$ cat config.mk
export PLATFORM = sky130hd
export DESIGN_NAME = fetch_unit
export DESIGN_NICKNAME = d
export VERILOG_FILES = /design/src/rtl/fetch_unit.sv
export SDC_FILE = /design/constraint.sdc
export NUM_CORES = 1
export LEC_CHECK = 0
export BUFFER_PORTS_ARGS = -buffer_cell sky130_fd_sc_hd__clkbuf_2
export CAP_MARGIN = 30
export CORE_MARGIN = 3
export CORE_UTILIZATION = 40
export CTS_CLUSTER_DIAMETER = 100
export DETAILED_ROUTE_END_ITERATION = 10
export PLACE_DENSITY = 0.64
export REMOVE_ABC_BUFFERS = 1
export SLEW_MARGIN = 25
export SYNTH_ARGS = -nofsm -noshare
export SYNTH_HDL_FRONTEND = slang
export SYNTH_SLANG_ARGS = --single-unit
$ cat constraint.sdc
create_clock -name clk -period 3.4 [get_ports clk]
set_input_delay 0 -clock clk [delete_from_list [all_inputs] [get_ports clk]]
set_output_delay 0 -clock clk [all_outputs]
set_load 0.02 [all_outputs]
$ cat src/rtl/fetch_unit.sv
// Instruction fetch stage: holds the PC, fetches one word per req/rdy handshake, issues it to decode
// and redirects on jump/branch/halt. Optional retired-instruction counter under FETCH_INSTR_COUNT_EN.
module fetch_unit #(
   parameter logic [31:0] RESET_PC     = 32'h0000_0000,
   parameter int unsigned IMEM_TIMEOUT = 255
) (
   input  logic        clk,
   input  logic        rst,
   output logic        imem_req,
   output logic [31:0] imem_addr,
   input  logic        imem_rdy,
   input  logic [31:0] imem_rdata,
   output logic [31:0] instr,
   output logic [5:0]  opcode,
   output logic [5:0]  func,
   output logic        instr_valid,
   output logic [31:0] pc,
   output logic [31:0] pc_plus4,
   input  logic        stall,
   input  logic        Jump,
   input  logic        JumpReg,
   input  logic        Branch,
   input  logic        branch_cond,
   input  logic [31:0] jr_target,
   input  logic        Halted,
   output logic        halted,
   output logic        fault,
`ifdef FETCH_INSTR_COUNT_EN
   output logic [31:0] retired_count,
`endif
   output logic [1:0]  dbg_state
);

   // Handshake: imem_req is held while in FETCH; the word is taken in the cycle imem_rdy is high.
   typedef enum logic [1:0] {
      S_FETCH = 2'd0,
      S_ISSUE = 2'd1,
      S_HALT  = 2'd2
   } state_t;

   localparam logic [31:0] TIMEOUT_LIMIT = IMEM_TIMEOUT[31:0];

   state_t      r_state;
   logic [31:0] r_pc;
   logic [31:0] r_instr;
   logic        r_valid;
   logic        r_fault;
   logic [31:0] r_cnt;

   state_t      w_next_state;
   logic [31:0] w_next_pc;
   logic [31:0] w_next_cnt;
   logic        w_capture;
   logic        w_fault_set;
   logic        w_retire;
   logic [31:0] w_pc_plus4;
   logic [31:0] w_br_off;
   logic        w_unused;

   assign w_pc_plus4 = r_pc + 32'd4;
   assign w_br_off   = {{14{r_instr[15]}}, r_instr[15:0], 2'b00};
   assign w_unused   = ^jr_target[1:0];

   always_comb begin
      w_next_state = r_state;
      w_next_pc    = r_pc;
      w_next_cnt   = r_cnt;
      w_capture    = 1'b0;
      w_fault_set  = 1'b0;
      w_retire     = 1'b0;
      case (r_state)
         S_FETCH: begin
            if (imem_rdy) begin
               w_capture    = 1'b1;
               w_next_cnt   = 32'd0;
               w_next_state = S_ISSUE;
            end else if (TIMEOUT_LIMIT != 32'd0) begin
               w_next_cnt = r_cnt + 32'd1;
               if (w_next_cnt == TIMEOUT_LIMIT) begin
                  w_fault_set  = 1'b1;
                  w_next_state = S_HALT;
               end
            end
         end
         S_ISSUE: begin
            if (!stall) begin
               w_retire = 1'b1;
               if (Halted) begin
                  w_next_state = S_HALT;
               end else begin
                  w_next_state = S_FETCH;
                  if (Jump && JumpReg)
                     w_next_pc = {jr_target[31:2], 2'b00};
                  else if (Jump)
                     w_next_pc = {w_pc_plus4[31:28], r_instr[25:0], 2'b00};
                  else if (Branch && branch_cond)
                     w_next_pc = w_pc_plus4 + w_br_off;
                  else
                     w_next_pc = w_pc_plus4;
               end
            end
         end
         S_HALT: w_next_state = S_HALT;
         default: w_next_state = S_FETCH;
      endcase
   end

   always_ff @(posedge clk) begin
      if (rst) begin
         r_state <= S_FETCH;
         r_pc    <= RESET_PC;
         r_instr <= 32'd0;
         r_valid <= 1'b0;
         r_fault <= 1'b0;
         r_cnt   <= 32'd0;
      end else begin
         r_state <= w_next_state;
         r_pc    <= w_next_pc;
         r_cnt   <= w_next_cnt;
         r_valid <= (w_next_state == S_ISSUE);
         if (w_capture)
            r_instr <= imem_rdata;
         if (w_fault_set)
            r_fault <= 1'b1;
      end
   end

`ifdef FETCH_INSTR_COUNT_EN
   logic [31:0] r_retired;

   always_ff @(posedge clk) begin
      if (rst)
         r_retired <= 32'd0;
      else if (w_retire && (r_retired != 32'hFFFF_FFFF))
         r_retired <= r_retired + 32'd1;
   end

   assign retired_count = r_retired;
`endif

   // Request is dropped combinationally during reset so an in-flight fetch is abandoned.
   assign imem_req    = (r_state == S_FETCH) && !rst;
   assign imem_addr   = {r_pc[31:2], 2'b00};
   assign instr       = r_instr;
   assign opcode      = r_instr[31:26];
   assign func        = r_instr[5:0];
   assign instr_valid = r_valid;
   assign pc          = r_pc;
   assign pc_plus4    = w_pc_plus4;
   assign halted      = (r_state == S_HALT);
   assign fault       = r_fault;
   assign dbg_state   = r_state;

endmodule

Word-level counts from Yosys, hierarchy flattened --
Index checks and enable logic that the tools add are counted. W data, S select, Z words.
Storage, ports and cells: register bits after elaboration 100, word-level logic and storage cells 35, input port bits 73
Operators by class: bitwise gates (word level) 2, add/sub/neg operators 3, mux-type cells 14, reduce and logical (&&, ||, !) cells 6, equality and inequality tests 4
Operators with widths (number):
- $mux W32 | 4
- $add A32 B1 Y32 const B | 1
- $add A32 B3 Y32 const B | 1
- $add A32 B32 Y32 | 1
- $eq A32 B8 Y1 const B | 1
- $mux W2 | 4
- $pmux W2 S3 | 1
- $mux W1 | 5
- $eq A2 B1 Y1 const B | 2
- $logic_and A1 B1 Y1 | 3
- $reduce_and A3 Y1 | 1
- $eq A2 B2 Y1 const B | 1
- $logic_not A2 Y1 | 1
- $not A1 Y1 | 2
- $logic_not A1 Y1 | 1

Logic depth before layout (Yosys ltp) --
depth in word-level cells 6, mapped depth 17, gate-level depth less buffers 17

Least setup slack after synthesis --
OpenSTA, ideal clock, no wires.
kind reg-to-reg, start point reg r_pc[2] (netlist: pc[2]), end point reg r_pc[31] (netlist: pc[31]), setup time 0.122 ns, arrival time 4.046 ns, period minus slack after synthesis 4.168 ns, cell stages (with the launch flop) 16, path slack -0.768 ns, buffers on the path 0, cells stage by stage dfxtp_1 ha_1 and2_1 and3_1 nand3_1 nor2_1 nand2_1 xnor2_1 ha_1 nand4_1 a2111oi_0 nor3_1 or4b_1 nand2_1 o21ai_0 nor3b_1
On the way: cells in the longest elaborated chain, start to end 5
RTL lines:
- from (decl) | line 44 | logic [31:0] r_pc;
- from (signal assigned) | line 118 | r_pc <= w_next_pc;
- $add A32 B3 Y32 | line 60 | assign w_pc_plus4 = r_pc + 32'd4;
- net pc_plus4[20] | line 18 | output logic [31:0] pc_plus4,
- $add A32 B32 Y32 | line 97 | w_next_pc = w_pc_plus4 + w_br_off;
- $mux W32 | line 96 | else if (Branch && branch_cond)
- $mux W32 | line 94 | else if (Jump)
- $mux W32 | line 92 | if (Jump && JumpReg)
The timed path passes the listed nets, and every way through them passes these cells. A chain may end at the register's enable or synchronous reset.

Worst setup path in the final report --
start point reg r_pc[10] (netlist: pc[10]), end point reg r_pc[31] (netlist: pc[31])
On the way: cells in the longest elaborated chain, start to end 5
RTL lines (line):
- $add A32 B3 Y32 (*) | 60
- $add A32 B32 Y32 | 97
- $mux W32 | 96
- $mux W32 (*) | 94
- $mux W32 (*) | 92
Every way passes the cells marked *; elsewhere a longest branch is shown, timed or not.

==> run_results.csv <==
group,metric,value,unit
power_and_ir_drop,power_leakage,4.87,nW
yosys,synth_edf_count,0,
sta,slew_violations,0,
clock_tree,cts_buffers,9,
detailed_routing,vias,8910,
yosys,synth-main-ff-cell,"dfxtp_1",
sta,timing.fmax,286,MHz
yosys,ys_ff_latch,98,
clock_tree,clock_latency,360,ps
hold_path,whs_path_depth,4,
global_route,grt_pass1_wl,43.0,mm
critical_path,ff2ff_path_depth,18,
layout,syn_to_final_growth,37.9,%
clock_tree,clock_path_buffers,2,
critical_path,rr_startpoint,"pc[10]",
yosys,synth.avg_cell_area,7.36,µm²
place,pre_cts_slack,-319,ps
yosys,async_reset_ff_share,0,%
sta,min_period,3490,ps
detailed_routing,drt-wirelength-per-cell,18.4,µm
floorplan,die_w,144,µm
yosys,synth_top_area_cell,"dfxtp_1",
global_route,grt_antenna_before_repair,0,
yosys,ys_seq_area_share,25.6,%
floorplan,initial_core_util,41.7,%
power_and_ir_drop,power_density,284,mW/mm²
global_route,grt_use_total,25.8,%
sta,slew-limit-headroom,38.9,%
yosys,yosys-top-cells-area,"dfxtp_1, nand2_1, a21oi_1, ha_1, buf_4",
sta,fin_worst_skew,12.6,ps
critical_path,end_kind,"flop",
sta,min_period_over_period,103,%
critical_path,path_class,"reg2reg",
yosys,synth_area,0.00766,mm²
detailed_routing,wl,28.7,mm
yosys,yosysWarnings,0,
sta,max_slew.worst_pin.slew,915,ps
clock_tree,cts_root_buf,"clkbuf_16",
hold_path,hp-start,"jr_target[25]",
detailed_routing,drt_first_iter_violations,917,
hold_path,hold_end,"pc[25]",
sta,setup_viol,1,
floorplan,die_area,0.0208,mm²
critical_path,reg2reg_to,"pc[31]",
run_status,status,"complete, but fails checks",
flow_run,drv_cap,0,
clock_tree,htreeDepth,3,
detailed_routing,drc_errors,0,
layout,utilization,57.4,%
detailed_routing,drt-pass1-iter-count,5,
critical_path,crit_required,3650,ps
hold_path,hold_path.class,"in2reg",
layout,layout.nets,1436,
clock_tree,numClockSinks,98,
place,post-dp-hpwl,20.3,mm
critical_path,worstPathArrival,3740,ps
global_route,grt_max_degree,45,
floorplan,placementRows,49,
global_route,grt_pass1_vias,8049,
critical_path,r2r_slack,-90,ps
detailed_routing,ant_nets,0,
sta,hold_ws,16.3,ps
clock_tree,clk_transition_reported_paths,80,ps
floorplan,die_h,144,µm
detailed_routing,avgViaCountPerCell,5.72,
yosys,synthDistinctLibCells,76,
place,portBuffers,210,
yosys,syn_inst,1041,
floorplan,core,0.0184,mm²
clock_tree,tritoncts,"built",
layout,num_antenna_cells,0,
critical_path,cp-start-kind,"flop",
global_route,grt-ovfl-total,0,
sta,final-hold-violation-count,0,
sta,fin_ws,-92.5,ps
critical_path,cp_max_fo,4,
floorplan,ioPinCount,219,
sta,rsz0062_at_grt,"yes",
layout,layout-drive-gt1-share,34.5,%
place,gp_congestion,0.980,
yosys,synth_top_area_share,25.6,%
run_status,violations,"setup timing",
power_and_ir_drop,max-vdd-ir-drop,0.000217,V
## state kept, by name, summed over array words and instances (netlist names)
name,flops
instr,32
pc,30
r_cnt,32
instr_valid,1
fault,1
dbg_state,2
## synthesized netlist by cell type (all sizes together), types with 26 or more instances
cell type  instances
mux2i             26
nor2              89
buf               55
clkbuf            49
xnor2             37
dfxtp             98
nand2            151
ha                38
o21ai             55
a21oi            113
nor3              30
nand3             40
## how the worst max path moves through the flow
stage | startpoint | endpoint | slack [ps] | depth (start not counted)
2_1_floorplan | pc[2] | pc[31] | -930 | 15
3_3_place_gp | pc[6] | pc[31] | -140 | 16
3_5_place_dp | pc[5] | pc[31] | -320 | 18
4_1_cts | pc[7] | pc[31] | -30 | 16
5_1_grt | pc[9] | pc[31] | -250 | 18
6_report | pc[10] | pc[31] | -90 | 18
## cell families (layout without fill, tap and decap cells)
kind of cell	Yosys count	count (layout)	synth area share, %
DFF	98	98	25.6
xor gates and xnor gates	58	58	6.73
and+or+nand+nor	403	403	25.3
other	1	6	0.0489
AOI/OAI and AO/OA	295	295	23.7
adders and majority gates	39	39	6.47
muxes	26	26	3.40
buffers and inverters	121	404	8.74
## metrics by stage
step	std cells	instance area, µm²	power (mW)	setup TNS, ps
2_1_floorplan	941	7070	1.56	-8420
3_3_place_gp	1490	9240	1.85	-301
3_5_place_dp	1490	9240	1.86	-1330
4_1_cts	1548	10000	2.97	-30.4
5_1_grt	1558	10600	3.13	-864
6_report	1558	10600	3.00	-92.5
## metal layers
layer	global-route usage (%)	part of all wire [%]
met1	34.9	43
met2	42.2	48
met3	4.43	7.2
met4	8.10	2.3
met5	0	0
## area by class of cell
cell class              instances  area, µm²
clock buffers                   9        225
clock inverters                 7       73.8
fillers                      1709       7830
inverters                      16       60.1
multi-input cells             827       5570
flip-flops and latches         98       1980
well taps                     229        287
repair buffers                372       2370
## power by group
part | switching, mW | leakage, nW | internal (mW) | total [mW]
Combinational | 0.417 | 3.92 | 0.265 | 0.682
Sequential | 0.0502 | 0.801 | 1.18 | 1.23
Clock | 0.512 | 0.147 | 0.577 | 1.09
## placed cells by master (no fill, tap or decap), types with 26 or more instances in the layout
master / count
nand3_1: 32
xnor2_1: 29
dfxtp_1: 87
o21ai_0: 47
dlygate4sd3_1: 34
ha_1: 32
nand2_1: 145
buf_4: 123
mux2i_1: 26
clkbuf_2: 209
nor2_1: 81
a21oi_1: 107
## worst max-delay path, stage by stage, from the launching register on
cell	delay, ps
dfxtp_2	330
and4_4	260
and3_4	190
and3_4	220
nand3_4	110
buf_6	160
nor2_4	90
xor2_2	230
ha_4	260
a21oi_2	200
o21ai_2	90
nand2b_1	80
nand2_1	130
nor3_4	160
buf_4	150
o31ai_4	70
a211oi_2	330
o21ai_1	140
nor3b_2	170
## what timing repair did
action | in CTS | in global routing
pin swaps | 10 | 40
hold endpoints to repair | 34 | 0
hold buffers | 34 | 0
setup endpoints to repair | 9 | 15
resized for setup | 15 | 100
setup buffers | 8 | 11
(Power assumes the default switching activity.)
